## config.mk

```make
export PLATFORM = sky130hd
export DESIGN_NAME = weight_loader_flat
export DESIGN_NICKNAME = d
export VERILOG_FILES = /design/src/rtl/weight_loader_pkg.sv /design/src/rtl/weight_loader_if.sv /design/src/rtl/weight_loader_enable_delay_line.sv /design/src/rtl/weight_loader.sv /design/src/flat_wrapper.sv
export SDC_FILE = /design/constraint.sdc
export NUM_CORES = 1
export LEC_CHECK = 0
export ABC_AREA = 1
export ABC_CLOCK_PERIOD_IN_PS = 2450
export CORE_UTILIZATION = 39
export DETAILED_ROUTE_END_ITERATION = 7
export MAX_ROUTING_LAYER = met4
export PLACE_DENSITY_LB_ADDON = 0.12
export SLEW_MARGIN = 20
export SYNTH_ARGS = -nofsm -noshare
export SYNTH_HDL_FRONTEND = slang
export SYNTH_SLANG_ARGS = --single-unit
```

## constraint.sdc

```tcl
create_clock -name clk -period 2.45 [get_ports clk]
set_input_delay 0.49 -clock clk [delete_from_list [all_inputs] [get_ports clk]]
set_output_delay 0.49 -clock clk [all_outputs]
set_load 0.02 [all_outputs]
```

## src/rtl/weight_loader_pkg.sv

```systemverilog
// Shared types for the weight loader: byte lanes, FSM states and the row tag
// that travels alongside each buffer read.
package weight_loader_pkg;

    localparam int BYTE_WIDTH           = 8;
    localparam int WEIGHT_ADDRESS_WIDTH = 24;

    typedef logic [BYTE_WIDTH-1:0] byte_type;

    typedef enum logic [1:0] {IDLE, ISSUE, DRAIN, FINISH} weight_loader_state_type;

    // valid must stay the MSB: the delay line uses the top bit as its occupancy flag.
    typedef struct packed {
        logic     valid;
        byte_type k;
        logic     zero;
    } row_tag_type;

    function automatic byte_type clamp_rows(input byte_type n, input int unsigned mw);
        return (n == '0 || 32'(n) > mw) ? byte_type'(mw) : n;
    endfunction

endpackage

```

## src/rtl/weight_loader_if.sv

```systemverilog
// Instruction, weight-buffer and MMU-facing signals of the weight loader.
interface weight_loader_if #(
    parameter int MATRIX_WIDTH      = 14,
    parameter int WEIGHT_ADDR_WIDTH = 24
);
    import weight_loader_pkg::*;

    logic                                instr_valid;
    logic                                instr_ready;
    logic [WEIGHT_ADDR_WIDTH-1:0]        instr_base_addr;
    byte_type                            instr_row_count;
    logic                                instr_signed;
    logic                                instr_activate;
    logic                                buf_en;
    logic [WEIGHT_ADDR_WIDTH-1:0]        buf_addr;
    byte_type [MATRIX_WIDTH-1:0]         buf_data;
    byte_type [MATRIX_WIDTH-1:0]         weight_data;
    logic                                weight_signed;
    logic                                load_weight;
    byte_type                            weight_addr;
    logic                                activate_weight;
    logic                                busy;
    logic                                done;

    modport master (
        input  instr_valid, instr_base_addr, instr_row_count, instr_signed, instr_activate,
               buf_data,
        output instr_ready, buf_en, buf_addr, weight_data, weight_signed, load_weight,
               weight_addr, activate_weight, busy, done
    );

    modport slave (
        output instr_valid, instr_base_addr, instr_row_count, instr_signed, instr_activate,
               buf_data,
        input  instr_ready, buf_en, buf_addr, weight_data, weight_signed, load_weight,
               weight_addr, activate_weight, busy, done
    );

endinterface

```

## src/rtl/weight_loader_enable_delay_line.sv

```systemverilog
// Fixed-depth shift register that only advances when en is high; rst clears it.
module enable_delay_line #(
    parameter int DEPTH = 1,
    parameter int WIDTH = 8
) (
    input  logic             clk,
    input  logic             rst,
    input  logic             en,
    input  logic [WIDTH-1:0] d,
    output logic [WIDTH-1:0] q,
    output logic             inner_valid
);

    logic [DEPTH-1:0][WIDTH-1:0] stage;

    always_ff @(posedge clk) begin
        if (rst) begin
            stage <= '0;
        end else if (en) begin
            stage[0] <= d;
            for (int i = 1; i < DEPTH; i++) stage[i] <= stage[i-1];
        end
    end

    assign q = stage[DEPTH-1];

    // Occupancy of every stage except the output one: once these are empty,
    // the entry now at the output is the last one in flight.
    always_comb begin
        inner_valid = 1'b0;
        for (int i = 0; i < DEPTH-1; i++) inner_valid = inner_valid | stage[i][WIDTH-1];
    end

endmodule

```

## src/rtl/weight_loader.sv

```systemverilog
// Streams one weight tile from the weight buffer into the MMU, one row per
// enabled cycle, zero-filling rows beyond the instruction's row count.
module weight_loader
    import weight_loader_pkg::*;
#(
    parameter int MATRIX_WIDTH      = 14,
    parameter int READ_LATENCY      = 1,
    parameter int WEIGHT_ADDR_WIDTH = WEIGHT_ADDRESS_WIDTH
) (
    input  logic           clk,
    input  logic           rst,
    input  logic           enable,
    weight_loader_if.master bus
);

    localparam byte_type K_LAST = byte_type'(MATRIX_WIDTH - 1);
    localparam int       TAG_W  = $bits(row_tag_type);

    weight_loader_state_type      state;
    byte_type                     k;
    byte_type                     cnt;
    logic [WEIGHT_ADDR_WIDTH-1:0] base;
    logic                         act_q;
    logic                         sgn_q;

    row_tag_type tag_in;
    row_tag_type tag_out;
    logic        inner_valid;
    logic        load;

    always_ff @(posedge clk) begin
        if (rst) begin
            state <= IDLE;
            k     <= '0;
            cnt   <= '0;
            base  <= '0;
            act_q <= 1'b0;
            sgn_q <= 1'b0;
        end else if (enable) begin
            case (state)
                IDLE: begin
                    if (bus.instr_valid) begin
                        base  <= bus.instr_base_addr;
                        cnt   <= clamp_rows(bus.instr_row_count, MATRIX_WIDTH);
                        sgn_q <= bus.instr_signed;
                        act_q <= bus.instr_activate;
                        k     <= '0;
                        state <= ISSUE;
                    end
                end
                ISSUE: begin
                    k <= k + 8'd1;
                    if (k == K_LAST) state <= DRAIN;
                end
                DRAIN:   if (!inner_valid) state <= FINISH;
                FINISH:  state <= IDLE;
                default: state <= IDLE;
            endcase
        end
    end

    // Every row index is pushed, including zero-fill ones, so a short load
    // still overwrites all MMU rows.
    always_comb begin
        tag_in = '0;
        if (state == ISSUE) begin
            tag_in.valid = 1'b1;
            tag_in.k     = k;
            tag_in.zero  = (k >= cnt);
        end
    end

    enable_delay_line #(
        .DEPTH (READ_LATENCY),
        .WIDTH (TAG_W)
    ) u_tag_dl (
        .clk         (clk),
        .rst         (rst),
        .en          (enable),
        .d           (tag_in),
        .q           (tag_out),
        .inner_valid (inner_valid)
    );

    assign load = enable && tag_out.valid;

    assign bus.instr_ready     = (state == IDLE) && !rst;
    assign bus.busy            = (state != IDLE);
    assign bus.buf_en          = enable && (state == ISSUE) && (k < cnt);
    assign bus.buf_addr        = bus.buf_en ? base + WEIGHT_ADDR_WIDTH'(k) : '0;
    assign bus.load_weight     = load;
    assign bus.weight_addr     = load ? tag_out.k : '0;
    assign bus.weight_data     = (load && !tag_out.zero) ? bus.buf_data : '0;
    assign bus.weight_signed   = sgn_q;
    assign bus.done            = enable && (state == FINISH);
    assign bus.activate_weight = enable && (state == FINISH) && act_q;

endmodule

```

## src/flat_wrapper.sv

```systemverilog
// flat-port wrapper written by rule: the top's interface ports become plain ports
module weight_loader_flat import weight_loader_pkg::*;
#(
    parameter int MATRIX_WIDTH      = 14,
    parameter int READ_LATENCY      = 1,
    parameter int WEIGHT_ADDR_WIDTH = WEIGHT_ADDRESS_WIDTH
)
  (clk, rst, enable, bus_instr_valid, bus_instr_base_addr, bus_instr_row_count, bus_instr_signed, bus_instr_activate, bus_buf_data, bus_instr_ready, bus_buf_en, bus_buf_addr, bus_weight_data, bus_weight_signed, bus_load_weight, bus_weight_addr, bus_activate_weight, bus_busy, bus_done);
  weight_loader_if #(.MATRIX_WIDTH(MATRIX_WIDTH), .WEIGHT_ADDR_WIDTH(WEIGHT_ADDR_WIDTH)) bus_i ();
  input  logic clk;
  input  logic rst;
  input  logic enable;
  input wire logic [$bits(bus_i.instr_valid)-1:0] bus_instr_valid;
  input wire logic [$bits(bus_i.instr_base_addr)-1:0] bus_instr_base_addr;
  input wire logic [$bits(bus_i.instr_row_count)-1:0] bus_instr_row_count;
  input wire logic [$bits(bus_i.instr_signed)-1:0] bus_instr_signed;
  input wire logic [$bits(bus_i.instr_activate)-1:0] bus_instr_activate;
  input wire logic [$bits(bus_i.buf_data)-1:0] bus_buf_data;
  output wire logic [$bits(bus_i.instr_ready)-1:0] bus_instr_ready;
  output wire logic [$bits(bus_i.buf_en)-1:0] bus_buf_en;
  output wire logic [$bits(bus_i.buf_addr)-1:0] bus_buf_addr;
  output wire logic [$bits(bus_i.weight_data)-1:0] bus_weight_data;
  output wire logic [$bits(bus_i.weight_signed)-1:0] bus_weight_signed;
  output wire logic [$bits(bus_i.load_weight)-1:0] bus_load_weight;
  output wire logic [$bits(bus_i.weight_addr)-1:0] bus_weight_addr;
  output wire logic [$bits(bus_i.activate_weight)-1:0] bus_activate_weight;
  output wire logic [$bits(bus_i.busy)-1:0] bus_busy;
  output wire logic [$bits(bus_i.done)-1:0] bus_done;
  assign bus_i.instr_valid = bus_instr_valid;
  assign bus_i.instr_base_addr = bus_instr_base_addr;
  assign bus_i.instr_row_count = bus_instr_row_count;
  assign bus_i.instr_signed = bus_instr_signed;
  assign bus_i.instr_activate = bus_instr_activate;
  assign bus_i.buf_data = bus_buf_data;
  assign bus_instr_ready = bus_i.instr_ready;
  assign bus_buf_en = bus_i.buf_en;
  assign bus_buf_addr = bus_i.buf_addr;
  assign bus_weight_data = bus_i.weight_data;
  assign bus_weight_signed = bus_i.weight_signed;
  assign bus_load_weight = bus_i.load_weight;
  assign bus_weight_addr = bus_i.weight_addr;
  assign bus_activate_weight = bus_i.activate_weight;
  assign bus_busy = bus_i.busy;
  assign bus_done = bus_i.done;
  weight_loader #(.MATRIX_WIDTH(MATRIX_WIDTH), .READ_LATENCY(READ_LATENCY), .WEIGHT_ADDR_WIDTH(WEIGHT_ADDR_WIDTH)) u_core (.clk(clk), .rst(rst), .enable(enable), .bus(bus_i));
endmodule
```

==> results of run 1 <==
-- area by class of cell --
type	count	area [µm²]
multi-input combinational	543	3580
timing repair buffer	374	3560
fill	1062	3370
sequential	54	1110
inverter	201	759
tap	172	215
clock buffer	5	125
clock inverter	3	48.8
antenna	1	2.50
-- through the flow --
step	utilization	worst slack [ns]	hold WS, ns
after CTS	0.714	-0.0766	0.457
final	0.736	-0.0649	0.461
after global placement	0.681	-0.455	0.441
after floorplan	-	0.0276	0.430
after detailed placement	0.681	-0.451	0.447
after global routing	0.736	-0.157	0.472
-- state kept, by name, indices dropped and copies added, names as in the netlist --
name,flops
u_core.act_q,1
u_core.cnt,8
u_core.state,2
u_core.bus.weight_signed,1
u_core.u_tag_dl.q,10
u_core.k,8
u_core.base,24
-- cell usage in the layout, fill, tap and decap left out, types with 9 or more instances in the layout --
| master | n |
|---|---|
| clkdlybuf4s50_1 | 161 |
| nor2_4 | 90 |
| dfxtp_2 | 14 |
| inv_1 | 191 |
| ha_1 | 9 |
| dfxtp_1 | 37 |
| nand2_1 | 158 |
| ha_4 | 13 |
| a21oi_1 | 56 |
| nand2_2 | 14 |
| buf_4 | 76 |
| buf_6 | 15 |
| nand3_1 | 36 |
| nor2_1 | 90 |
| o21ai_0 | 17 |
| clkdlybuf4s15_1 | 11 |
| nand3_2 | 11 |
| inv_2 | 9 |
| dlygate4sd2_1 | 93 |
-- critical path, cell delays in order (launching register included) --
cell and delay (ns):
dfxtp_4 0.38, ha_4 0.25, a21o_1 0.21, nor2_4 0.17, nand3_4 0.11, clkinv_4 0.09, buf_12 0.12, buf_4 0.12
nand2_4 0.06, nor2_4 0.11, buf_6 0.12
-- power by group --
part	internal (W)	switching (W)
Combinational	0.000479	0.000452
Clock	0.000491	0.000369
Sequential	0.000920	0.0000406
Total	0.00189	0.000862
-- repair_timing --
action / CTS / global route
buffers inserted: 3 / 5
hold buffers: 0 / 0
setup endpoints to repair: 136 / 39
pin swaps: 17 / 27
gates resized for setup: 294 / 90
gates cloned: 4 / 0
-- cells by family after synthesis --
family,after synthesis,synth area share
AND/OR/NAND/NOR,430,0.447
buffers and inverters,229,0.195
AO/OA/AOI/OAI,84,0.0836
flip-flops,54,0.209
adder cells (fa/ha/maj),23,0.0570
XOR/XNOR,5,0.00846
-- worst max path at each step --
| stage | from | end | slack, ns |
|---|---|---|---|
| floorplan | u_core.k[0]$_SDFFE_PP0P_ | bus_buf_addr[12] | 0.03 |
| global placement | enable | bus_weight_data[73] | -0.46 |
| detailed placement | enable | bus_weight_data[73] | -0.45 |
| CTS | u_core.k[0]$_SDFFE_PP0P_ | bus_buf_addr[20] | -0.08 |
| global route | u_core.base[0]$_SDFFE_PP0P_ | bus_buf_addr[12] | -0.16 |
| finish | u_core.k[7]$_SDFFE_PP0P_ | bus_buf_addr[8] | -0.06 |
-- metal layers --
metal  track usage  share of wire  vias up
met3        0.0453          0.074       25
met5             -              0        -
met1         0.365           0.43     2807
met2         0.475           0.48      241
met4        0.0481          0.012        0
li1              -              -     3142
==> metrics.md, run 1 <==
| Metric | Value |
|---|---|
| Status | `finished with violations` |
| Violated checks | `setup timing` |
| R2R setup slack | `0.62 ns` |
| RSZ-0062 raised after global routing | `yes` |
| #FFs+latches synth | `54` |
| Final hold vios | `0` |
| Synth warn | `0` |
| Synthesized area per cell | `6.27 µm²` |
| Clk sink count | `54` |
| Nets | `roughly 1400` |
| Final Skew | `0.00946 ns` |
| Final worst slack | `-0.0649 ns` |
| Maximum VDD drop | `0.000363 V` |
| Synth area leader | `dfxtp_1` |
| CP Max Fanout | `7` |
| CP Capture Type | `output port` |
| Total CTS buffers | `5` |
| Placed insts | `roughly 1300` |
| Fin area | `about 0.0094 mm²` |
| R2R Path End | `u_core.k[5]$_SDFFE_PP0P_` |
| Post-DP HPWL | `approximately 16000 µm` |
| Total track usage | `0.284` |
| Worst Path Arrival | `approximately 2 ns` |
| Reg2Reg Depth | `10` |
| Die Width | `approximately 120 µm` |
| Fin crit period | `approximately 2.5 ns` |
| Pwr dens | `slightly below 300 mW/mm²` |
| Vias per cell | `4.59` |
| Share of cells above drive strength 1 | `0.256` |
| Most instantiated cells after synthesis | `inv_1 (199), nand2_1 (177), nor2_1 (106)` |
| Post-synth EDFFs | `0` |
| DP Area | `about 0.0087 mm²` |
| Setup violations, final | `7` |
| Mapped Nets | `998` |
| Die ar. | `around 0.014 mm²` |
| Netlist cell types | `27` |
| Ports | `about 300` |
| Relative slew slack | `0.561` |
| CP required | `1.96 ns` |
| DR pass1 iterations | `5` |
| DRC violation count after routing | `0` |
| Async SR Flop Fraction | `0` |
| Antenna violations before repair | `1` |
| Fmax | `approximately 400 MHz` |
| Worst hold endpoint | `u_core.cnt[5]$_SDFFE_PP0P_` |
| Share of the synthesized area in the top cell type | `0.209` |
| Hold path depth | `2` |
| Sum Neg Setup Slack | `-0.296 ns` |
| Mapped Cells | `around 830` |
| IO buf count | `300` |
| Clk Latency, worst-skew pair | `approximately 0.3 ns` |
| CTS H-tree lvls | `2` |
| Non-filler cells, final | `around 1400` |
| Core Box Area | `0.0128 mm²` |
| Clock-pin slew on the worst setup and hold paths | `0.07 ns` |
| Final WL | `roughly 20000 µm` |
| Top-count cell post-synth | `inv_1` |
| Pin count of the biggest net entering global routing | `33` |
| Min-Delay Path Class | `flip-flop to flip-flop` |
| RePlAce Congestion | `about 0.90` |
| Global-route wire length before repair | `slightly below 30000 µm` |
| WS Path Type | `flip-flop to output port` |
| Worst-Margin Slew | `0.658 ns` |
| Total power | `~0.0028 W` |
| Avg WL per Cell | `15.1 µm` |
| Vias in the first global route | `around 5700` |
| Antenna Nets Post-Route | `0` |
| Hold Startpoint | `u_core.cnt[5]$_SDFFE_PP0P_` |
| Ys flop type | `dfxtp_1` |
| Period utilisation layout | `1.03` |
| Register area share after synthesis | `0.209` |
| TritonCTS clock tree | `yes` |
| Worst flop-to-flop path startpoint | `u_core.state[0]$_SDFFE_PP0P_` |
| Synth Cell Area | `approximately 0.0052 mm²` |
| CTS root buf | `clkbuf_16` |
| Max-cap violations | `0` |
| CTS max path bufs | `2` |
| GR Overflow Total | `0` |
| Top post-synthesis cells by area | `dfxtp_1 (21%), nor2_4 (17%), inv_1 (14%)` |
| Worst setup SP type | `flip-flop` |
| 1st-iter DRT viols | `320` |
| DIE HEIGHT | `between 100 and 150 µm` |
| Area grow syn2layout | `81.7%` |
| Slew Limit Fails | `0` |
| Routed vias | `between 6000 and 7000` |
| Num rows | `41` |
| Starting Density | `0.405` |
| Lkg Pwr | `approximately 4.7 nW` |
Power figures use the tool's default switching activity.
==> run 2, diff against run 1 <==
--- a/config.mk
+++ b/config.mk
@@ -8,6 +8,7 @@
 export ABC_AREA = 1
 export ABC_CLOCK_PERIOD_IN_PS = 2450
 export CORE_UTILIZATION = 39
+export CTS_CLUSTER_SIZE = 40
 export DETAILED_ROUTE_END_ITERATION = 7
 export MAX_ROUTING_LAYER = met4
 export PLACE_DENSITY_LB_ADDON = 0.12
==> results of run 2 <==
Final layout, timing and power as in run 1 (identical DEF).
==> run 3, diff against run 2 <==
--- a/config.mk
+++ b/config.mk
@@ -6,8 +6,8 @@
 export NUM_CORES = 1
 export LEC_CHECK = 0
 export ABC_AREA = 1
-export ABC_CLOCK_PERIOD_IN_PS = 2450
-export CORE_UTILIZATION = 39
+export ABC_CLOCK_PERIOD_IN_PS = 2200
+export CORE_UTILIZATION = 35
 export CTS_CLUSTER_SIZE = 40
 export DETAILED_ROUTE_END_ITERATION = 7
 export MAX_ROUTING_LAYER = met4
==> constraint.sdc (replaced) <==
create_clock -name clk -period 2.2 [get_ports clk]
set_input_delay 0.44 -clock clk [delete_from_list [all_inputs] [get_ports clk]]
set_output_delay 0.44 -clock clk [all_outputs]
set_load 0.02 [all_outputs]
==> run 3 against run 2 <==
  * The run still ends with setup timing left
  * Highest routed layer unchanged
  * Wire length increased by 5.6%
  * Hold slack got worse by 0.0044 ns
  * Clock-buffer cell count increased by 1
  * Setup slack got worse by 0.24 ns
  * Non-clock buffer count increased by 36
  * Sequential share of layout area decreased by 0.64 points
  * Register-to-register slack got worse by 0.23 ns
  * Combinational power increased by 20%
  * Final cell count increased by 3.7%
==> metrics.md, run 3 (synthesis gave the netlist of run 1 again) <==
| Metric | Value |
|---|---|
| Status | `finished with violations (unchanged)` |
| Violated checks | `setup timing (unchanged)` |
| Most flop-heavy register | `u_core.base (unchanged)` |
| Die Width | `124 µm (was 117 µm)` |
| Clock-pin slew on the worst setup and hold paths | `0.07 ns (about the same)` |
| Register area | `0.00110 mm² (was 0.00111 mm²)` |
| CP Max Fanout | `7 (unchanged)` |
| Most frequent cells in the layout | `inv_1 (188), clkdlybuf4s50_1 (158), nand2_1 (142) (was inv_1 (191), clkdlybuf4s50_1 (161), nand2_1 (158))` |
| CP endpoint | `bus_buf_addr[20] (was bus_buf_addr[8])` |
| Min-Delay Path Class | `flip-flop to flip-flop (unchanged)` |
| Commonest non-fill, non-tap cell in the layout | `inv_1 (unchanged)` |
| Final hold vios | `0 (unchanged)` |
| Final Skew | `0.00549 ns (was 0.00946 ns)` |
| Vias in the first global route | `5841 (was 5662)` |
| Num rows | `44 (was 41)` |
| Sum Neg Setup Slack | `-5.87 ns (was -0.296 ns)` |
| Antenna Nets Post-Route | `0 (unchanged)` |
| CP required | `1.76 ns (was 1.96 ns)` |
| Final WL | `21600 µm (was 20500 µm)` |
| 1st-iter DRT viols | `381 (was 320)` |
| R2R Path End | `u_core.k[5]$_SDFFE_PP0P_ (unchanged)` |
| Fin area | `0.00989 mm² (was 0.00940 mm²)` |
| Vias per cell | `4.62 (was 4.59)` |
| CTS max path bufs | `2 (unchanged)` |
| Setup violations, final | `25 (was 7)` |
| DIE HEIGHT | `124 µm (was 117 µm)` |
| Reg2Reg Depth | `10 (unchanged)` |
| GR Overflow Total | `0 (unchanged)` |
| Non-filler cells, final | `1403 (was 1353)` |
| Clk sink count | `54 (unchanged)` |
| Die ar. | `0.0153 mm² (was 0.0137 mm²)` |
| Crit. Startpoint | `u_core.k[7]$_SDFFE_PP0P_ (unchanged)` |
| Relative slew slack | `0.624 (was 0.561)` |
| Fillcell total | `1269 (was 1062)` |
| RePlAce Congestion | `0.949 (was 0.898)` |
| DR pass1 iterations | `5 (unchanged)` |
| CP Capture Type | `output port (unchanged)` |
| Worst Path Arrival | `2.06 ns (was 2.02 ns)` |
| R2R setup slack | `0.39 ns (was 0.62 ns)` |
| Area grow syn2layout | `91.0% (was 81.7%)` |
| TritonCTS clock tree | `yes (unchanged)` |
| Hold Slack | `0.456 ns (was 0.461 ns)` |
| Fmax | `about 400 MHz` |
| RSZ-0062 raised after global routing | `yes (unchanged)` |
| Global-route wire length before repair | `30900 µm (was 28900 µm)` |
| Post-DP HPWL | `16000 µm (was 15900 µm)` |
| Lkg Pwr | `4.71 nW (was 4.68 nW)` |
| IO buf count | `300 (unchanged)` |
| Total power | `0.00298 W (was 0.00275 W)` |
| Clk Latency, worst-skew pair | `0.29 ns (was 0.30 ns)` |
| Total CTS buffers | `5 (unchanged)` |
| Nets | `1390 (was 1352)` |
| Pin count of the biggest net entering global routing | `33 (unchanged)` |
| Routed vias | `6477 (was 6215)` |
| Antenna violations before repair | `1 (unchanged)` |
| DRC violation count after routing | `0 (unchanged)` |
| Slew Limit Fails | `0 (unchanged)` |
| Fin crit period | `roughly 2.5 ns` |
| CTS hold repair buffers | `0 (unchanged)` |
| Starting Density | `0.358 (was 0.405)` |
| Multi-input logic area | `0.00376 mm² (was 0.00358 mm²)` |
| Pwr dens | `302 mW/mm² (was 293 mW/mm²)` |
| Core Box Area | `0.0145 mm² (was 0.0128 mm²)` |
| Max-cap violations | `0 (unchanged)` |
| WS Path Type | `flip-flop to output port (unchanged)` |
| CTS root buf | `clkbuf_16 (unchanged)` |
| Number of flip-flops in the largest register | `24 (unchanged)` |
| Total track usage | `0.273 (was 0.284)` |
| CTS H-tree lvls | `2 (unchanged)` |
| Worst-Margin Slew | `0.558 ns (was 0.658 ns)` |
| Final worst slack | `-0.300 ns (was -0.0649 ns)` |
| Maximum VDD drop | `0.000305 V (was 0.000363 V)` |
| Placed insts | `1363 (was 1334)` |
| DP Area | `0.00887 mm² (was 0.00870 mm²)` |
| Share of cells above drive strength 1 | `0.331 (was 0.256)` |
| Ports | `301 (unchanged)` |
| Worst setup SP type | `flip-flop (unchanged)` |
| Period utilisation layout | `1.14` |
| Avg WL per Cell | `15.4 µm (was 15.1 µm)` |
| Worst flop-to-flop path startpoint | `u_core.state[0]$_SDFFE_PP0P_ (unchanged)` |
[run 3: stage by stage]
step | util | setup slack, ns
6_report | 0.683 | -0.300
5_1_grt | 0.683 | -0.408
4_1_cts | 0.667 | -0.332
3_5_place_dp | 0.612 | -0.679
3_3_place_gp | 0.612 | -0.668
2_1_floorplan | - | 0.00202
[run 3: critical path: stages, from the launching register on]
cell and delay (ns):
dfxtp_2 0.33, buf_6 0.11, ha_4 0.27, nand2_4 0.05, buf_6 0.11, nor2_4 0.15
nand2_2 0.10, nand3_4 0.15, inv_6 0.07, buf_12 0.15, nand2_1 0.08, nor2_1 0.05
buf_4 0.15
[run 3: power breakdown]
group / switching, W / internal (W) / total (W)
logic: 0.000535 / 0.000584 / 0.00112
clock network: 0.000366 / 0.000417 / 0.000783
registers: 0.0000518 / 0.00103 / 0.00108
total: 0.000953 / 0.00203 / 0.00298
[run 3: final cells by class]
type	instances	area share
well taps	184	0.0233
clock inverters	1	0.000759
diodes	2	0.000506
clock buffers	6	0.0130
inverters	201	0.0771
multi-input cells	545	0.380
repair buffers	410	0.393
flip-flops and latches	54	0.112
[run 3: worst min path at each step]
stage,from,to,cells past startpoint
2_1_floorplan,u_core.act_q$_SDFFE_PP0P_,u_core.act_q$_SDFFE_PP0P_,2
3_3_place_gp,u_core.cnt[6]$_SDFFE_PP0P_,u_core.cnt[6]$_SDFFE_PP0P_,2
3_5_place_dp,u_core.act_q$_SDFFE_PP0P_,u_core.act_q$_SDFFE_PP0P_,2
4_1_cts,u_core.act_q$_SDFFE_PP0P_,u_core.act_q$_SDFFE_PP0P_,2
5_1_grt,u_core.cnt[7]$_SDFFE_PP0P_,u_core.cnt[7]$_SDFFE_PP0P_,2
6_report,u_core.act_q$_SDFFE_PP0P_,u_core.act_q$_SDFFE_PP0P_,2
[run 3: repair_timing]
| item | 4_1_cts | 5_1_grt |
|---|---|---|
| buffers inserted | 14 | 11 |
| hold endpoints to repair | 0 | 0 |
| pin swaps | 29 | 38 |
| resized for setup | 441 | 143 |
| gates cloned | 7 | 0 |
| setup endpoints to repair | 150 | 98 |
[run 3: metal layers]
metal,global-route usage,share of wire,vias to the layer above
li1,-,-,3234
met1,0.322,0.40,2994
met2,0.475,0.51,222
met3,0.0490,0.070,27
met4,0.0768,0.017,0
met5,-,0,-
